==> src/rtl/alu_pkg.sv <==
// Shared types for the execute-stage ALU: opcode/FUNCT3 encodings, FSM states
// and the operation decode used by the exec unit and its logic sub-block.
package alu_pkg;

    localparam logic [6:0] OP_IMM = 7'b0010011;
    localparam logic [6:0] OP_REG = 7'b0110011;

    localparam logic [2:0] F3_ADD  = 3'b000;
    localparam logic [2:0] F3_SLL  = 3'b001;
    localparam logic [2:0] F3_SLT  = 3'b010;
    localparam logic [2:0] F3_SLTU = 3'b011;
    localparam logic [2:0] F3_XOR  = 3'b100;
    localparam logic [2:0] F3_SR   = 3'b101;
    localparam logic [2:0] F3_OR   = 3'b110;
    localparam logic [2:0] F3_AND  = 3'b111;

    typedef enum logic [1:0] {
        IDLE  = 2'd0,
        SHIFT = 2'd1,
        DONE  = 2'd2
    } state_e;

    typedef enum logic [3:0] {
        ALU_ADD  = 4'd0,
        ALU_SUB  = 4'd1,
        ALU_SLT  = 4'd2,
        ALU_SLTU = 4'd3,
        ALU_XOR  = 4'd4,
        ALU_OR   = 4'd5,
        ALU_AND  = 4'd6,
        ALU_SLL  = 4'd7,
        ALU_SRL  = 4'd8,
        ALU_SRA  = 4'd9
    } alu_op_e;

    // Non-ALU opcodes (loads, stores, LUI, AUIPC) only ever need address addition.
    function automatic alu_op_e decode_op(input logic [6:0] opcode,
                                          input logic [2:0] funct3,
                                          input logic       funct1);
        alu_op_e op;
        op = ALU_ADD;
        if ((opcode == OP_IMM) || (opcode == OP_REG)) begin
            case (funct3)
                F3_ADD:  op = ((opcode == OP_REG) && funct1) ? ALU_SUB : ALU_ADD;
                F3_SLL:  op = ALU_SLL;
                F3_SLT:  op = ALU_SLT;
                F3_SLTU: op = ALU_SLTU;
                F3_XOR:  op = ALU_XOR;
                F3_SR:   op = funct1 ? ALU_SRA : ALU_SRL;
                F3_OR:   op = ALU_OR;
                F3_AND:  op = ALU_AND;
                default: op = ALU_ADD;
            endcase
        end else begin
            op = ALU_ADD;
        end
        return op;
    endfunction

endpackage

==> src/rtl/alu_logic_unit.sv <==
// Combinational single-cycle ALU path: add/sub, compares and bitwise ops.
// Shift operations are handled iteratively by the exec unit, not here.
module alu_logic_unit
    import alu_pkg::*;
#(
    parameter int N = 32
) (
    input  alu_op_e        op,
    input  logic [N-1:0]   a,
    input  logic [N-1:0]   b,
    output logic [N-1:0]   y
);

    logic lt_s;
    logic ltu_s;

    assign lt_s  = $signed(a) < $signed(b);
    assign ltu_s = a < b;

    // Single-cycle result select; arithmetic wraps modulo 2^N.
    always_comb begin
        y = {N{1'b0}};
        case (op)
            ALU_ADD:  y = a + b;
            ALU_SUB:  y = a - b;
            ALU_SLT:  y = {{(N-1){1'b0}}, lt_s};
            ALU_SLTU: y = {{(N-1){1'b0}}, ltu_s};
            ALU_XOR:  y = a ^ b;
            ALU_OR:   y = a | b;
            ALU_AND:  y = a & b;
            default:  y = a + b;
        endcase
    end

endmodule

==> src/rtl/alu_exec_unit.sv <==
// Execute-stage ALU with valid/ready handshakes on both sides. Single-cycle ops
// finish in one cycle; shifts iterate SHIFT_STEP bits per cycle.
module alu_exec_unit
    import alu_pkg::*;
#(
    parameter int N          = 32,
    parameter int SHIFT_STEP = 1
) (
    input  logic           CLK,
    input  logic           RST_N,
    input  logic           FLUSH,
    input  logic           ALU_EN,
    output logic           IN_READY,
    input  logic [N-1:0]   DATA0,
    input  logic [N-1:0]   DATA1,
    input  logic [6:0]     OPCODE,
    input  logic [2:0]     FUNCT3,
    input  logic           FUNCT1,
    output logic [N-1:0]   RESULT,
    output logic           RESULT_VALID,
    input  logic           RESULT_READY
);

    localparam int CW  = (N > 1) ? $clog2(N) : 1;
    // One extra bit so a step as large as N is representable.
    localparam int CWP = CW + 1;
    localparam logic [CWP-1:0] STEP_C = CWP'(SHIFT_STEP);

    state_e          state_r, state_n;
    logic [N-1:0]    result_r, result_n;
    logic            valid_r;
    logic [N-1:0]    acc_r, acc_n;
    logic [CWP-1:0]  rem_r, rem_n;
    alu_op_e         shop_r, shop_n;

    alu_op_e         op_s;
    logic            is_shift_s;
    logic [CW-1:0]   shamt_s;
    logic            go_shift_s;
    logic            in_ready_s;
    logic            accept_s;
    logic [N-1:0]    logic_y_s;
    logic [CWP-1:0]  step_s;
    logic [N-1:0]    shifted_s;

    assign op_s       = decode_op(OPCODE, FUNCT3, FUNCT1);
    assign is_shift_s = (op_s == ALU_SLL) || (op_s == ALU_SRL) || (op_s == ALU_SRA);
    assign shamt_s    = DATA1[CW-1:0];
    assign go_shift_s = is_shift_s && (shamt_s != {CW{1'b0}});
    assign in_ready_s = !FLUSH && ((state_r == IDLE) || ((state_r == DONE) && RESULT_READY));
    assign accept_s   = ALU_EN && in_ready_s;
    assign step_s     = (rem_r > STEP_C) ? STEP_C : rem_r;

    assign IN_READY     = in_ready_s;
    assign RESULT       = result_r;
    assign RESULT_VALID = valid_r;

    alu_logic_unit #(.N(N)) u_logic (
        .op (op_s),
        .a  (DATA0),
        .b  (DATA1),
        .y  (logic_y_s)
    );

    // One shift step; SRA keeps replicating the MSB, which is the original sign.
    always_comb begin
        shifted_s = acc_r;
        case (shop_r)
            ALU_SLL: shifted_s = acc_r << step_s;
            ALU_SRL: shifted_s = acc_r >> step_s;
            ALU_SRA: shifted_s = unsigned'($signed(acc_r) >>> step_s);
            default: shifted_s = acc_r;
        endcase
    end

    // Next-state decode; FLUSH overrides every other transition.
    always_comb begin
        state_n = state_r;
        if (FLUSH) begin
            state_n = IDLE;
        end else begin
            case (state_r)
                IDLE: begin
                    if (accept_s) begin
                        state_n = go_shift_s ? SHIFT : DONE;
                    end else begin
                        state_n = IDLE;
                    end
                end
                SHIFT: begin
                    if (rem_r <= STEP_C) begin
                        state_n = DONE;
                    end else begin
                        state_n = SHIFT;
                    end
                end
                DONE: begin
                    if (!RESULT_READY) begin
                        state_n = DONE;
                    end else if (accept_s) begin
                        state_n = go_shift_s ? SHIFT : DONE;
                    end else begin
                        state_n = IDLE;
                    end
                end
                default: state_n = IDLE;
            endcase
        end
    end

    // Datapath next values; RESULT only changes on the way into DONE.
    always_comb begin
        acc_n    = acc_r;
        rem_n    = rem_r;
        shop_n   = shop_r;
        result_n = result_r;
        if (FLUSH) begin
            result_n = result_r;
        end else if (accept_s) begin
            acc_n  = DATA0;
            rem_n  = {1'b0, shamt_s};
            shop_n = op_s;
            if (!is_shift_s) begin
                result_n = logic_y_s;
            end else if (!go_shift_s) begin
                result_n = DATA0;
            end else begin
                result_n = result_r;
            end
        end else if (state_r == SHIFT) begin
            acc_n = shifted_s;
            rem_n = rem_r - step_s;
            if (rem_r <= STEP_C) begin
                result_n = shifted_s;
            end else begin
                result_n = result_r;
            end
        end else begin
            result_n = result_r;
        end
    end

    // State, result and shift-iterator registers.
    always_ff @(posedge CLK or negedge RST_N) begin
        if (!RST_N) begin
            state_r  <= IDLE;
            result_r <= {N{1'b0}};
            valid_r  <= 1'b0;
            acc_r    <= {N{1'b0}};
            rem_r    <= {CWP{1'b0}};
            shop_r   <= ALU_ADD;
        end else begin
            state_r  <= state_n;
            result_r <= result_n;
            valid_r  <= (state_n == DONE);
            acc_r    <= acc_n;
            rem_r    <= rem_n;
            shop_r   <= shop_n;
        end
    end

endmodule

==> config.mk <==
export PLATFORM = sky130hd
export DESIGN_NAME = alu_exec_unit
export DESIGN_NICKNAME = d
export VERILOG_FILES = /design/src/rtl/alu_pkg.sv /design/src/rtl/alu_logic_unit.sv /design/src/rtl/alu_exec_unit.sv
export SDC_FILE = /design/constraint.sdc
export NUM_CORES = 1
export LEC_CHECK = 0
export CAP_MARGIN = 25
export CORE_MARGIN = 2
export CORE_UTILIZATION = 55
export CTS_CLUSTER_SIZE = 25
export DETAILED_ROUTE_END_ITERATION = 7
export PLACE_DENSITY = 0.77
export SKIP_LAST_GASP = 1
export SLEW_MARGIN = 30
export SYNTH_ARGS = -nofsm -noshare
export SYNTH_HDL_FRONTEND = slang
export SYNTH_SLANG_ARGS = --single-unit
==> constraint.sdc <==
create_clock -name CLK -period 3.89 [get_ports CLK]
set_clock_uncertainty 0.1 [all_clocks]
set_input_delay 0.778 -clock CLK [delete_from_list [all_inputs] [get_ports CLK]]
set_output_delay 0.778 -clock CLK [all_outputs]
set_load 0.05 [all_outputs]
After elaboration in Yosys (flattened, before gate mapping)
Index checks and enable logic that the tools add are counted.

operators by class
  reductions and logical operators = 18
  bitwise gates (word level) = 4
  multiplexer cells = 22
  magnitude comparators = 4
  equal/unequal tests = 25
  shift operators = 3
  add/subtract/negate cells = 3

operator list
  kind                                                                    count
  32-bit 2-to-1 mux                                                       7
  32-bit case mux with 6 select lines                                     1
  32-bit case mux with 3 select lines                                     1
  32-bit < comparator                                                     2
  32-bit adder                                                            1
  32-bit bitwise AND                                                      1
  32-bit OR                                                               1
  4-bit case mux with 8 select lines                                      1
  32-bit by 6-bit << shifter with 32-bit output                           1
  32-bit by 6-bit >> shifter with 32-bit output                           1
  32-bit by 6-bit >>> shifter with 32-bit output                          1
  32-bit subtractor                                                       1
  32-bit XOR                                                              1
  4-bit by 3-bit == test with 1-bit output (second input constant)        5
  6-bit 2-to-1 mux                                                        3
  4-bit == test (second input constant)                                   4
  3-bit == test (second input constant)                                   4
  2-bit 2-to-1 mux                                                        5
  4-bit by 2-bit == test with 1-bit output (second input constant)        2
  7-bit by 5-bit == test with 1-bit output (second input constant)        1
  7-bit by 6-bit == test with 1-bit output (second input constant)        1
  3-bit by 2-bit == test with 1-bit output (second input constant)        2
  6-bit by 1-bit > comparator with 1-bit output (second input constant)   1
  6-bit by 1-bit <= comparator with 1-bit output (second input constant)  1
  19 further kinds                                                        30

word-level totals
  logic and storage cells = 85
  output and inout bits = 34
  flip-flop bits (word level) = 77
  bits of input ports = 80

Logic depth before layout (Yosys ltp)
Gate-level depths: netlist of run 1.

  depth after elaboration = 15
  gate-level depth with buffers = 13
  mapped depth without buffers = 13

By module
From an unflattened synthesis of run 1, not the netlist that was laid out.

unflattened totals
  cell total of the unflattened synthesis = 1279
  area, all modules = 9781.9 µm²

by module, submodules not included
  module          seq. area each (µm²)  area an instance (µm²)  cells each  instances
  alu_logic_unit  0.0                   5212.5                  815         1
  alu_exec_unit   1926.8                4569.4                  464         1

Worst setup path after synthesis of run 1
OpenSTA, ideal clock, no wires.

  kind = input to register
  start = input DATA0[0]
  end = register result_r[0] (netlist: RESULT[0])
  arrival = 3.211 ns
  buffers on the path = 0
  data required time = 3.686 ns
  setup slack = 0.476 ns
  library setup time = 0.104 ns
  stages = 13
  cell sequence = inv_1 > ha_1 > inv_1 > fa_1 > nor3b_1 > o311ai_2 > nor2_1 > nor4_4 > or3_1 > a31oi_2 > a2111oi_2 > a21oi_1 > o41ai_2

between the ends
  cells in the longest elaborated chain, start to end = 4
  elaborated cells between the ends (all ways) = 11
  those cells by class = add/sub (2); order compare (2); mux (4); bitwise (3)

ends and longest elaborated chain
  item                                  RTL line                                    RTL
  start: declaration                    alu_exec_unit.sv:14                         input logic [N-1:0] DATA0,
  32-bit adder (tied with other cells)  alu_logic_unit.sv:24, alu_logic_unit.sv:31
  32-bit case mux with 6 select lines   alu_logic_unit.sv:23                        case (op)
  32-bit 2-to-1 mux (*)                 alu_exec_unit.sv:123                        if (!is_shift_s) begin
  32-bit 2-to-1 mux (*)                 alu_exec_unit.sv:119                        end else if (accept_s) begin
  end signal: assignment                alu_exec_unit.sv:147                        result_r <= {N{1'b0}};
  end signal: assignment                alu_exec_unit.sv:154                        result_r <= result_n;
  end: declaration                      alu_exec_unit.sv:30                         logic [N-1:0] result_r, result_n;

Mark *: on every way between the ends. The rest lies on a longest branch, timed or not. The select of a mux whose other input is x is not followed.
A chain may end at the register's enable or synchronous reset.

Worst setup path after layout of run 1
  start = input DATA1[0]
  end = register result_r[10] (netlist: RESULT[10])

between the ends
  cells in the longest elaborated chain, start to end = 4
  elaborated cells between the ends (all ways) = 9
  those cells by class = add/sub (2); eq/ne (1); mux (3); reduce/logical (3)

ends and longest elaborated chain
  item                                                                      RTL line                                    RTL
  start: declaration                                                        alu_exec_unit.sv:15                         input logic [N-1:0] DATA1,
  32-bit adder (tied with other cells)                                      alu_logic_unit.sv:24, alu_logic_unit.sv:31
  32-bit case mux with 6 select lines or 1-bit logical AND (tied branches)  alu_logic_unit.sv:23, alu_exec_unit.sv:49
  32-bit 2-to-1 mux or 3-bit inequality test (tied branches)                --
  32-bit 2-to-1 mux or 4-bit AND reduction (tied branches)                  --

Several ways; a longest one is shown, not always the timed one.

==> results of run 1 <==
-- layer usage --
layer	global-route usage [%]	vias to the layer above	wire length (microns)
met5	0	-	0
met4	18.0	0	1790
met3	12.8	158	6170
met2	65.5	969	17500
met1	62.3	5649	17100
li1	-	5447	-
-- metrics by stage --
| stage | setup TNS (ns) | utilization (%) | cell area (sq um) |
|---|---|---|---|
| floorplan | 0 | - | 9700 |
| global placement | -2.61 | 73.7 | 12800 |
| detailed placement | -3.81 | 73.8 | 12800 |
| CTS | 0 | 75.5 | 13100 |
| global route | -0.0858 | 75.8 | 13100 |
| finish | 0 | 75.8 | 13100 |
-- power groups by stage --
stage,combinational [mW],clock (mW),sequential (mW)
finish,2.06,0.916,1.07
global route,2.17,0.939,1.08
CTS,2.00,0.905,1.06
detailed placement,1.98,0,1.08
global placement,1.95,0,1.07
floorplan,0.848,0,1.31
-- repair_timing --
item                                    CTS  global route
gates resized for setup                   0            11
pin swaps                                 1             7
endpoints found under the setup margin    1            12
buffers inserted                          0             2
hold endpoints to repair                  0             0
-- critical path, stage by stage --
cell and delay [ns]:
clkdlybuf4s50_1 0.49, buf_4 0.13, ha_2 0.19, inv_1 0.06
fa_1 0.40, nor3b_1 0.18, o311ai_2 0.30, buf_4 0.17
a21oi_1 0.06, or2_2 0.31, a21oi_1 0.14, o21ai_0 0.10
xnor2_1 0.13, o21ai_0 0.38, o211a_1 0.22
-- registers in the layout, indices dropped and copies added (netlist names) --
register	flops
shop_r	4
state_r	2
acc_r	32
RESULT	32
rem_r	6
RESULT_VALID	1
-- worst max-delay path by stage --
stage	from	end	slack (ns)	cells after the start
finish	DATA1[0]	RESULT[10]$_DFFE_PN0P_	0.05	15
global route	DATA1[0]	RESULT[10]$_DFFE_PN0P_	-0.04	15
CTS	DATA1[0]	RESULT[24]$_DFFE_PN0P_	0.1	15
detailed placement	DATA1[0]	RESULT[0]$_DFFE_PN0P_	-0.32	14
global placement	DATA1[0]	RESULT[0]$_DFFE_PN0P_	-0.26	14
floorplan	DATA0[0]	RESULT[0]$_DFFE_PN0P_	0.48	13
-- placed cells by master (no fill, tap or decap), types with 10 or more instances in the layout --
cell type        Yosys  layout
o21ai_0            123     122
clkdlybuf4s50_1      0     112
inv_1               95      95
o211ai_1            48      48
nor4_1              13      12
o221ai_1            10      10
xnor2_1             18      18
a21oi_1            127     126
a21o_1              14      14
a2111oi_0           18      17
a22oi_1             37      37
a211oi_1            32      30
nand2_1            104     104
nor2b_1             14      14
o21ai_1             18      17
dfrtp_1             77      77
nand3_1             14      13
a221oi_1            13      12
nor3_1              32      32
ha_1                97      96
buf_4                8     265
nor2_1             120     118
-- final cells by class --
cell class	count	area, sq um	share of cell area, %
clock buffers	10	239	1.82
clock inverters	6	70.1	0.534
inverters	101	379	2.89
multi-input cells	1044	7060	53.8
flip-flops and latches	77	1930	14.7
well taps	225	282	2.15
repair buffers	380	3160	24.1
-- kinds of logic (layout without fill, tap and decap cells) --
family | count (synthesis) | in the layout | synth area share, %
simple gates | 364 | 364 | 17.9
fa+ha+maj | 100 | 100 | 13.0
flops | 77 | 77 | 19.9
xor+xnor | 21 | 21 | 1.90
compound gates | 554 | 554 | 38.4
mux | 5 | 5 | 0.542
buf+inv | 198 | 497 | 8.33
==> out/summary.txt, run 1 <==
drt pass-1 iters = 6
ranking of synthesized cells by area = dfrtp_1 (20%), ha_1 (13%), a21oi_1 (6.6%)
clock slew at reported path FFs = 0.07 ns
CTS max path bufs = 2
Synth-to-Final Area Change = 35.2%
first-pass GRT wire length = 63500 microns
CTS tree = done
Fill cells = 1339
Synth warnings = 0
Die Area = 18700 sq um
VDD IR max = 0.358 mV
Cell variety after synth = 93
Setup WS post-layout = 0.0499 ns
number of diodes = 0
Sink Count = 77
Main synth FF type = dfrtp_1
dominant cell type by area after synthesis = dfrtp_1
Fmax achieved = 260 MHz
NumNets Final = 1792
Switch Pwr = 1.75 mW
Power Internal = 2.31 mW
DRC errors left = 0
Synth Register Bits = 77
vias in the first global route = 11300
clk root buf = clkbuf_16
Routed Antenna Nets = 0
initial drt markers = 1545
wire per inst = 23.1 microns
routability congestion estimate = 1.02
antenna violations before repair = 1
CP endpoint kind = register
WL final = 42500 microns
worst slack at placement = -0.317 ns
Post-Synthesis Cells = 1319
Sw Ratio = 43.1%
Avg Synthesized Cell Area = 7.35 sq um
Slew @ Worst Pin = 0.786 ns
CP max FO = 3
GRT Overall Usage = 44.9%
Worst Path Arrival = 4.03 ns
Synthesized Nets = 1498
Initial Utilization = 56.1%
element type at the critical path start = input pin
count leader, synth = a21oi_1
Core Footprint = 17300 sq um
Comb pwr share = 50.9%
Worst slew margin = 47.6%
EDFF count, synth = 0
Critical R2R Capture = RESULT[17]$_DFFE_PN0P_
Hold Vio Cnt, Final = 0
min Tclk post-route = 3.84 ns
critical path type = input pin to register
reg2reg setup slack = 0.65 ns
ys async rst share = 100%
Die Span X = 137 microns
largest net degree at the start of global routing = 78
Worst Hold Class = input pin to async pin
Layout Cells excl Fill = 1843
number of CTS-inserted buffers = 9
I/O pins = 114
Buffers on Ports = 113
Clk Latency, worst-skew pair = 0.35 ns
vias per inst = 6.63
DR vias = 12200
final worst-path cycle share = 98.7%
sequential cell area fraction in the yosys report = 19.9%
Clock Power Share = 22.6%
Max Cap Viol = 0
GRT Residual Overflow = 0
Setup violations, final = 0
sequential share of power = 26.5%
layout cells sized above 1 = 21.2%
FP Rows = 48
Die Y = 137 microns
Final Max Slew Viols = 0
worst reg-to-reg path cell count = 11
Hold-fix buffers, CTS = 0
unrepaired setup endpoints after global routing = true
Hold Slack = 0.382 ns
WP data required = 4.08 ns
Syn Std Cell Area = 9700 sq um
RR Startpoint = shop_r[1]$_DFFE_PN0P_
Post-synth top cells = a21oi_1 (127), o21ai_0 (123), nor2_1 (120)
Tot Pwr = 4.05 mW
leakage = 5.70 nW
share of the synthesized area in the top cell type = 19.9%
htree depth = 3
placed cell count = 1825
status = completed
power density cells = 309 nW/um^2
DP HPWL = 32700 microns
Note: power is estimated with default switching activity, not from simulation.
==> inputs of run 2 (changes only) <==
Settings changed: CORE_UTILIZATION 55 to 63, PLACE_DENSITY 0.77 to 0.86, SETUP_SLACK_MARGIN set to 0.1.
==> run 2 against run 1 <==
Net effect: global-route usage up 4.5 points; sequential share of layout area up 0.090 points; non-clock buffer count down 19; critical path depth down 2; register-to-register slack better by 0.15 ns; clock-buffer cell count down 1; routed wire length down 2.3%.
==> out/summary.txt, run 2 (synthesis gave the netlist of run 1 again) <==
Fmax achieved = 264 MHz
Worst slew margin = 45.4%
antenna violations before repair = 0
critical path type = input pin to register
setup_tns = 0 ns
Worst Hold Class = input pin to async pin
Clk Latency, worst-skew pair = 0.36 ns
CP max FO = 4
worst slack at placement = -0.336 ns
Hold-fix buffers, CTS = 0
reg2reg setup slack = 0.80 ns
Worst Path Arrival = 3.98 ns
CP endpoint kind = register
Die Span X = 128 microns
Initial Utilization = 64.0%
wire per inst = 23.2 microns
number of CTS-inserted buffers = 9
Power Internal = 2.28 mW
placed cell count = 1767
status = completed
largest net degree at the start of global routing = 78
Critical R2R Capture = RESULT[17]$_DFFE_PN0P_
Slew @ Worst Pin = 0.818 ns
delay-heaviest family, CP = compound AO/OA/AOI/OAI gates
Max stage delay on crit path = 0.44 ns
Fill cells = 899
power density cells = 312 nW/um^2
min Tclk post-route = 3.79 ns
DP HPWL = 30600 microns
CTS tree = done
Sw Ratio = 43.8%
layout cells sized above 1 = 21.3%
Critical Path Source = DATA0[1]
commonest non-fill, non-tap cell in the layout = buf_4
Comb pwr share = 50.3%
vias in the first global route = 11800
Setup WS post-layout = 0.102 ns
element type at the critical path start = input pin
Cell Chain, Critical Path = clkdlybuf4s50_1 > buf_4 > fa_1 > nor3b_1 > o311ai_2 > buf_4 > a21oi_1 > or2_2 > a21oi_1 > o21ai_0 > xnor2_1 > o21ai_0 > o211a_1
vias per inst = 7.08
DR vias = 12700
most frequent cells in the layout = buf_4 (245), a21oi_1 (124), o21ai_0 (123)
CTS max path bufs = 2
FP Rows = 45
I/O pins = 114
Buffers on Ports = 113
slowest CP cell = clkdlybuf4s50_1
final worst-path cycle share = 97.4%
Die Area = 16400 sq um
CP bufs+invs = 3
WL final = 41600 microns
Core Footprint = 15100 sq um
htree depth = 3
RR Startpoint = rem_r[0]$_DFFE_PN0P_
DRC errors left = 0
Layout Cells excl Fill = 1788
first-pass GRT wire length = 62900 microns
NumNets Final = 1773
GRT Overall Usage = 49.4%
Die Y = 128 microns
Max Cap Viol = 0
Final Max Slew Viols = 0
WP data required = 4.09 ns
Hold Vio Cnt, Final = 0
routability congestion estimate = 1.07
Synth-to-Final Area Change = 34.4%
Routed Antenna Nets = 0
GRT Residual Overflow = 0
drt pass-1 iters = 8
clock slew at reported path FFs = 0.07 ns
initial drt markers = 2241
unrepaired setup endpoints after global routing = true
sequential share of power = 26.5%
Sink Count = 77
clk root buf = clkbuf_16
Clock Power Share = 23.3%
Hold Slack = 0.367 ns
Switch Pwr = 1.78 mW
leakage = 5.66 nW
worst reg-to-reg path cell count = 12
VDD IR max = 0.214 mV
Setup violations, final = 0
run 2: how the worst max path moves through the flow:
| stage | endpoint | slack, ns | cells past startpoint |
|---|---|---|---|
| 6_report | RESULT[10]$_DFFE_PN0P_ | 0.10 | 13 |
| 5_1_grt | RESULT[13]$_DFFE_PN0P_ | -0.09 | 15 |
| 4_1_cts | RESULT[29]$_DFFE_PN0P_ | 0.11 | 13 |
| 3_5_place_dp | RESULT[0]$_DFFE_PN0P_ | -0.34 | 14 |
| 3_3_place_gp | RESULT[11]$_DFFE_PN0P_ | -0.24 | 14 |
| 2_1_floorplan | RESULT[0]$_DFFE_PN0P_ | 0.48 | 13 |
run 2: through the flow:
stage | cell area [sq um] | power (mW) | utilization [%]
2_1_floorplan | 9700 | 2.16 | -
3_3_place_gp | 12600 | 2.95 | 82.9
3_5_place_dp | 12600 | 3.00 | 82.9
4_1_cts | 12900 | 3.93 | 85.0
5_1_grt | 13000 | 4.19 | 86.0
6_report | 13000 | 4.06 | 86.1
run 2: cell type report:
type | instances | area, sq um | area share [%]
clock inverter | 7 | 87.6 | 0.672
tap | 188 | 235 | 1.80
timing repair buffer | 361 | 3040 | 23.3
multi-input combinational | 1044 | 7140 | 54.8
antenna | 1 | 2.50 | 0.0192
clock buffer | 9 | 225 | 1.73
sequential | 77 | 1930 | 14.8
inverter | 101 | 379 | 2.91
run 2: repair_timing:
| item | in CTS | in global routing |
|---|---|---|
| endpoints found under the setup margin | 3 | 20 |
| pin swaps | 1 | 18 |
| setup buffers | 0 | 4 |
| gates resized for setup | 1 | 33 |
run 2: power groups by stage:
| stage | clock, mW | combinational, mW | sequential (mW) |
|---|---|---|---|
| after global routing | 0.966 | 2.15 | 1.08 |
| after floorplan | 0 | 0.848 | 1.31 |
| final | 0.945 | 2.04 | 1.08 |
| after detailed placement | 0 | 1.92 | 1.07 |
| after CTS | 0.926 | 1.94 | 1.06 |
| after global placement | 0 | 1.88 | 1.07 |
run 2: metal layers:
layer  global-route usage [%]  part of all wire [%]  vias up  routed length [microns]
met5                        0                     0        -                        0
met4                     24.6                   6.8        0                     2840
met3                     16.1                    15      310                     6380
met2                     72.8                    41     1149                    17100
met1                     64.9                    37     5782                    15300
li1                         -                     -     5423                        -
